--- src/rtl/voice_pkg.sv ---
// Shared types and default widths for the polyphonic voice allocator.
package voice_pkg;

    typedef enum logic [1:0] {
        IDLE      = 2'd0,
        HELD      = 2'd1,
        SUSTAINED = 2'd2
    } voice_state_t;

    localparam int DEF_NOTE_W = 7;
    localparam int DEF_VEL_W  = 7;
    localparam int DEF_ENV_W  = 7;

    function automatic int rank_w(input int voices);
        return (voices < 2) ? 1 : $clog2(voices);
    endfunction

endpackage

--- src/rtl/voice_slot.sv ---
// One voice: lifecycle state, note/velocity latch, age rank and gate pulse flops.
module voice_slot
    import voice_pkg::*;
#(
    parameter int              NOTE_W     = DEF_NOTE_W,
    parameter int              VEL_W      = DEF_VEL_W,
    parameter int              RANK_W     = 2,
    parameter logic [RANK_W-1:0] RESET_RANK = '0
) (
    input  logic              clk,
    input  logic              rst_n,
    input  logic              load_i,
    input  logic              release_i,
    input  logic              sustain_i,
    input  logic              sus_release_i,
    input  logic              rank_clr_i,
    input  logic              rank_inc_i,
    input  logic [NOTE_W-1:0] note_i,
    input  logic [VEL_W-1:0]  vel_i,
    output voice_state_t      state_o,
    output logic [NOTE_W-1:0] note_o,
    output logic [VEL_W-1:0]  vel_o,
    output logic [RANK_W-1:0] rank_o,
    output logic              gate_on_o,
    output logic              gate_off_o
);

    voice_state_t      state_q, state_d;
    logic [NOTE_W-1:0] note_q, note_d;
    logic [VEL_W-1:0]  vel_q, vel_d;
    logic [RANK_W-1:0] rank_q, rank_d;
    logic              gate_on_q, gate_off_q;

    // A load in the same cycle as a release wins, so the release pulse is swallowed.
    always_comb begin
        state_d = state_q;
        note_d  = note_q;
        vel_d   = vel_q;
        rank_d  = rank_q;
        if (release_i || sus_release_i) state_d = IDLE;
        if (sustain_i)                  state_d = SUSTAINED;
        if (load_i) begin
            state_d = HELD;
            note_d  = note_i;
            vel_d   = vel_i;
        end
        if (rank_clr_i)      rank_d = '0;
        else if (rank_inc_i) rank_d = rank_q + RANK_W'(1);
    end

    always_ff @(posedge clk or negedge rst_n) begin
        if (!rst_n) begin
            state_q    <= IDLE;
            note_q     <= '0;
            vel_q      <= '0;
            rank_q     <= RESET_RANK;
            gate_on_q  <= 1'b0;
            gate_off_q <= 1'b0;
        end else begin
            state_q    <= state_d;
            note_q     <= note_d;
            vel_q      <= vel_d;
            rank_q     <= rank_d;
            gate_on_q  <= load_i;
            gate_off_q <= (release_i | sus_release_i) & ~load_i;
        end
    end

    assign state_o    = state_q;
    assign note_o     = note_q;
    assign vel_o      = vel_q;
    assign rank_o     = rank_q;
    assign gate_on_o  = gate_on_q;
    assign gate_off_o = gate_off_q;

endmodule

--- src/rtl/voice_allocator.sv ---
// Polyphonic voice allocator: retrigger / free / steal-oldest priority, note-off
// matching with sustain pedal, and age ranking of voices.
module voice_allocator
    import voice_pkg::*;
#(
    parameter int VOICES = 4,
    parameter int NOTE_W = DEF_NOTE_W,
    parameter int VEL_W  = DEF_VEL_W,
    parameter int ENV_W  = DEF_ENV_W,
    parameter bit STEAL  = 1'b1
) (
    input  logic                     clk,
    input  logic                     rst_n,
    input  logic                     ce,
    input  logic                     note_on,
    input  logic                     note_off,
    input  logic                     sustain,
    input  logic [NOTE_W-1:0]        note_num,
    input  logic [VEL_W-1:0]         note_vel,
    input  logic [VOICES*ENV_W-1:0]  env_out,
    output logic [VOICES*NOTE_W-1:0] note_num_o,
    output logic [VOICES*VEL_W-1:0]  note_vel_o,
    output logic [VOICES-1:0]        gate_on,
    output logic [VOICES-1:0]        gate_off,
    output logic [VOICES-1:0]        held,
    output logic                     stolen,
    output logic                     dropped
);

    localparam int RANK_W = rank_w(VOICES);

    voice_state_t      state [VOICES];
    logic [NOTE_W-1:0] vnote [VOICES];
    logic [RANK_W-1:0] rank  [VOICES];

    logic [VOICES-1:0] off_match, off_sel, rel, sus_hold, sus_rel, post_idle;
    logic [VOICES-1:0] rt_match, free_v, oldest, load, rank_clr, rank_inc;
    logic [RANK_W-1:0] sel_rank;
    logic              sus_q, sus_fall, stolen_q, stolen_d, dropped_q, dropped_d;

    function automatic logic [VOICES-1:0] lowest(input logic [VOICES-1:0] v);
        return v & (~v + VOICES'(1));
    endfunction

    // Note-off and sustain release resolve first; note-on then sees the post-release states.
    always_comb begin
        sus_fall  = ce & sus_q & ~sustain;
        stolen_d  = 1'b0;
        dropped_d = 1'b0;
        load      = '0;
        sel_rank  = '0;
        for (int i = 0; i < VOICES; i++) begin
            off_match[i] = ce & note_off & (state[i] == HELD) & (vnote[i] == note_num);
            sus_rel[i]   = sus_fall & (state[i] == SUSTAINED);
        end
        off_sel  = lowest(off_match);
        rel      = sustain ? '0 : off_sel;
        sus_hold = sustain ? off_sel : '0;
        for (int i = 0; i < VOICES; i++) begin
            post_idle[i] = (state[i] == IDLE) | rel[i] | sus_rel[i];
            rt_match[i]  = ~post_idle[i] & (vnote[i] == note_num);
            free_v[i]    = post_idle[i] & (env_out[i*ENV_W +: ENV_W] == '0);
            oldest[i]    = (rank[i] == RANK_W'(VOICES-1));
        end
        if (ce && note_on) begin
            if (|rt_match)    load = lowest(rt_match);
            else if (|free_v) load = lowest(free_v);
            else if (STEAL) begin
                load     = oldest;
                stolen_d = 1'b1;
            end else begin
                dropped_d = 1'b1;
            end
        end
        for (int i = 0; i < VOICES; i++)
            if (load[i]) sel_rank = rank[i];
        for (int i = 0; i < VOICES; i++) begin
            rank_clr[i] = load[i];
            rank_inc[i] = (|load) & ~load[i] & (rank[i] < sel_rank);
        end
    end

    always_ff @(posedge clk or negedge rst_n) begin
        if (!rst_n) begin
            sus_q     <= 1'b0;
            stolen_q  <= 1'b0;
            dropped_q <= 1'b0;
        end else begin
            if (ce) sus_q <= sustain;
            stolen_q  <= stolen_d;
            dropped_q <= dropped_d;
        end
    end

    for (genvar g = 0; g < VOICES; g++) begin : g_voice
        voice_slot #(
            .NOTE_W     (NOTE_W),
            .VEL_W      (VEL_W),
            .RANK_W     (RANK_W),
            .RESET_RANK (RANK_W'(VOICES-1-g))
        ) u_slot (
            .clk           (clk),
            .rst_n         (rst_n),
            .load_i        (load[g]),
            .release_i     (rel[g]),
            .sustain_i     (sus_hold[g]),
            .sus_release_i (sus_rel[g]),
            .rank_clr_i    (rank_clr[g]),
            .rank_inc_i    (rank_inc[g]),
            .note_i        (note_num),
            .vel_i         (note_vel),
            .state_o       (state[g]),
            .note_o        (vnote[g]),
            .vel_o         (note_vel_o[g*VEL_W +: VEL_W]),
            .rank_o        (rank[g]),
            .gate_on_o     (gate_on[g]),
            .gate_off_o    (gate_off[g])
        );
        assign note_num_o[g*NOTE_W +: NOTE_W] = vnote[g];
        assign held[g] = (state[g] != IDLE);
    end

    assign stolen  = stolen_q;
    assign dropped = dropped_q;

endmodule
--- config.mk ---
export PLATFORM = sky130hd
export DESIGN_NAME = voice_allocator
export DESIGN_NICKNAME = d
export VERILOG_FILES = /design/src/rtl/voice_pkg.sv /design/src/rtl/voice_slot.sv /design/src/rtl/voice_allocator.sv
export SDC_FILE = /design/constraint.sdc
export NUM_CORES = 1
export LEC_CHECK = 0
export CORE_AREA = 2 2 99 101
export DETAILED_ROUTE_END_ITERATION = 10
export DIE_AREA = 0 0 101 103
export PLACE_DENSITY = 0.79
export REMOVE_ABC_BUFFERS = 1
export SKIP_CTS_REPAIR_TIMING = 1
export SYNTH_ARGS = -nofsm -noshare
export SYNTH_HDL_FRONTEND = slang
export SYNTH_SLANG_ARGS = --single-unit
--- constraint.sdc ---
create_clock -name clk -period 4.91 [get_ports clk]
set_input_delay 0.491 -clock clk [delete_from_list [all_inputs] [get_ports clk]]
set_output_delay 0.491 -clock clk [all_outputs]
set_load 0.005 [all_outputs]
==> flow_summary_export.csv <==
group,metric,value,unit
cts,tritoncts,"yes",
timing,slew_viol_final,0,
pwr,ir_drop,0.0002345,V
placed_design,dpl_worst_slack,0.3038,ns
timing,slew_headroom,0.3182,
die,start_util,0.4746,
timing,finalClockSkew,0.01021,ns
synthesis,asyncSetResetFlopFracSynth,1.000,
die,die_h,103,um
timing,grt_setup_unrepaired,"false",
critical_path,cp_cell_sequence,"clkdlybuf4s50_1, nand4b_1, or4_4, a2111oi_0, a31oi_1, a32o_1, a41oi_2, inv_1, nand2_1, a311oi_1, a21oi_1, ha_1, o211ai_1, nand3_1, mux2_1",
critical_path,critPathMaxFanout,9,
timing,actual_slew_at_the_worst_max_slew_pin,1.023,ns
placed_design,dpl-instance-area,5712,um2
grt,grt_max_degree,83,
routing,detail_route.wl_per_cell,17.60,um
cells_and_area,antenna-diode-count,0,
synthesis,avg_inst_size_synth,10.74,um2
synthesis,synth-simple-area-share,0.1753,
routing,final_antenna_net_count,0,
cells_and_area,drive_above_1_share,0.1985,
critical_path,worst-r2r-cell-count,14,
routing,drt_wl_total,11400,um
die,fp.dieArea,10400,um2
die,floorplan.rows,36,
critical_path,start_kind,"input pin",
synthesis,post_synth_num_cell_types,67,
timing,achievable-frequency,231.4,MHz
cts,clk_pin_slew,0.10,ns
critical_path,worst_path_max_delay_cell,"sky130_fd_sc_hd__clkdlybuf4s50_1",
critical_path,timing.critical_path.required,5.20,ns
routing,vias_per_cell,5.588,
synthesis,synth_top_family_by_area,"simple AND/OR/NAND/NOR gates",
critical_path,path_class,"input pin to flop",
placed_design,gpl.final_weighted_congestion,0.8988,
timing,post-route-worst-setup-slack,0.5887,ns
cells_and_area,area_overhead_vs_synth,32.05,%
cts,number_of_buffers_created_by_cts,9,
synthesis,synth_top_area_cell,"sky130_fd_sc_hd__dfrtp_1",
cells_and_area,post-route-cell-area,5928,um2
grt,grt_overflow,0,
timing,final_hold_viol_count,0,
synthesis,synth_top_cell_area_share,0.4348,
synthesis,dominantRegCellSynth,"sky130_fd_sc_hd__dfrtp_1",
timing,period_minus_slack,4.321,ns
routing,drt_drc_violations_left,0,
synthesis,synth.top_cells.by_area,"sky130_fd_sc_hd__dfrtp_1, sky130_fd_sc_hd__mux2_2, sky130_fd_sc_hd__nand2_1",
synthesis,yosysWarningCount,0,
routing,route.vias.total,3621,
run_status,outcome,"finished clean",
pwr,power_density,255.0,nW/um2
cts,worstSkewPairLatency,0.36,ns
routing,initialDrtViolationCount,171,
critical_path,timing.critical_path.arrival,4.61,ns
die,die_w,101,um
critical_path,critical_path.startpoint,"ce",
synthesis,post_synth_instance_area,4489,um2
routing,pre_antenna_drt_iters,4,
worst_hold_path,worst_hold_path_type,"input pin to async pin",
critical_path,cp-end-kind,"flop",
die,design.portCount,118,
synthesis,synth_compound_area_frac,0.1173,
critical_path,r2r_end,"g_voice[2].u_slot.rank_o[0]",
die,fp.coreArea,9459,um2
placed_design,port_buffers,116,
cells_and_area,finalNetCount,585,
critical_path,regToRegStartpoint,"g_voice[3].u_slot.note_o[0]",
cts,htreeDepth,3,
synthesis,number_of_synthesized_flops_with_an_enable_pin,0,
synthesis,adder_cell_share_of_the_synthesized_area,0.02230,
grt,antenna_found_initial,0,
synthesis,synth.yosys.seq_area_share,0.4582,
synthesis,synth_xor_area_frac,0.05463,
timing,final-setup-viol-count,0,
grt,grt_first_pass_wirelength,18310,um
critical_path,crit_path_max_incr_delay,0.69,ns
cells_and_area,final_common_cell,"sky130_fd_sc_hd__clkdlybuf4s50_1",
grt,first_global_vias,3621,
timing,finalSetupTns,0,ns
pwr,p_leak,2.761,nW
synthesis,synth_mux_area_frac,0.1240,
cts,cts_buffer_depth,2,
timing,timing.hold.ws,0.2815,ns
critical_path,critPathCapture,"g_voice[2].u_slot.rank_o[0]",
cts,clock_sinks,82,
flow_run,max_cap_viol_count,0,
cts,cts-root-buf,"sky130_fd_sc_hd__clkbuf_8",
cells_and_area,most-common-layout-cells,"sky130_fd_sc_hd__clkdlybuf4s50_1, sky130_fd_sc_hd__dfrtp_1, sky130_fd_sc_hd__nand2_1, sky130_fd_sc_hd__mux2_2, sky130_fd_sc_hd__xor2_1",
critical_path,timing.reg2reg.setup_slack,0.88,ns
placed_design,estimated_wirelength_of_the_detail_placed_design,8343,um
synthesis,synth_cells,418,
timing,post-route-period-util,0.8801,
grt,grt_util_all_layers,0.2272,
synthesis,synth-seq-cells,82,
==> routing by layer <==
metal / GRT usage / share of wire / routed length, um / vias up
met5: 0 / 0 / 0 / -
met4: 0.07692 / 0.016 / 182 / 0
met3: 0.06508 / 0.079 / 897 / 18
met2: 0.3662 / 0.48 / 5491 / 132
met1: 0.2966 / 0.42 / 4832 / 1764
li1: - / - / - / 1707
==> cell usage after synthesis (5+ instances only) <==
cell type                  instances
sky130_fd_sc_hd__buf_2            12
sky130_fd_sc_hd__mux2i_1           5
sky130_fd_sc_hd__nand2_1          72
sky130_fd_sc_hd__a21o_1            5
sky130_fd_sc_hd__nand3_1          12
sky130_fd_sc_hd__mux2_2           44
sky130_fd_sc_hd__a21oi_1          12
sky130_fd_sc_hd__buf_4            10
sky130_fd_sc_hd__nor4_1            5
sky130_fd_sc_hd__xor2_1           17
sky130_fd_sc_hd__o211ai_1          6
sky130_fd_sc_hd__nor2_1           13
sky130_fd_sc_hd__dfrtp_1          78
sky130_fd_sc_hd__o21ai_0           7
sky130_fd_sc_hd__nor3_1            8
sky130_fd_sc_hd__inv_1             7
sky130_fd_sc_hd__ha_1              8
sky130_fd_sc_hd__xnor2_1          11
==> worst min path at each step <==
stage	from	to	slack (ns)
global route	rst_n	g_voice[3].u_slot.gate_off_o	0.38
finish	rst_n	g_voice[1].u_slot.rank_o[0]	0.28
detailed placement	g_voice[2].u_slot.vel_o[0]	g_voice[2].u_slot.vel_o[0]	0.47
floorplan	rst_n	g_voice[0].u_slot.gate_off_o	0.20
global placement	g_voice[2].u_slot.vel_o[2]	g_voice[2].u_slot.vel_o[2]	0.46
CTS	rst_n	g_voice[3].u_slot.gate_off_o	0.34
==> layout make-up <==
class | count | area (um2)
Inverter | 9 | 36.28
Tap cell | 114 | 142.6
Fill cell | 758 | 3531
Clock inverter | 6 | 78.83
Timing Repair Buffer | 129 | 1256
Multi-Input combinational cell | 298 | 2220
Sequential cell | 82 | 2057
Clock buffer | 10 | 137.6
==> cell families after synthesis <==
group / Yosys count
buf+inv: 38
other cells: 1
fa+ha+maj: 8
flops: 82
simple gates: 149
compound gates: 62
xor+xnor: 28
mux: 50
==> power by group <==
| part | internal (W) | switching (W) | total, W |
|---|---|---|---|
| registers | 0.000710 | 0.0000283 | 0.000738 |
| logic | 0.000133 | 0.0000972 | 0.000231 |
| clock network | 0.000261 | 0.000282 | 0.000543 |
==> through the flow <==
step | util | std cells | total power (W)
after floorplan | - | 389 | 0.0008296
after global placement | 0.6038 | 632 | 0.0009761
after detailed placement | 0.6038 | 632 | 0.0009827
after CTS | 0.6267 | 648 | 0.001521
after global routing | 0.6267 | 648 | 0.001575
final | 0.6267 | 648 | 0.001512
==> worst max-delay path, delay by kind of cell <==
family	cells	cell delay, ns
simple gates	4	0.85
buf+inv	2	0.85
mux	1	0.34
fa+ha+maj	1	0.31
compound gates	7	1.76
==> flip-flops by register name, summed over array words and instances (netlist names) <==
signal / flops
g_voice.u_slot.rank_o: 8
g_voice.u_slot.gate_off_o: 4
g_voice.u_slot.gate_on_o: 4
g_voice.u_slot.state_o: 8
stolen: 1
g_voice.u_slot.note_o: 28
g_voice.u_slot.vel_o: 28
sus_q: 1
No activity file was read; power rests on OpenSTA's default activity.
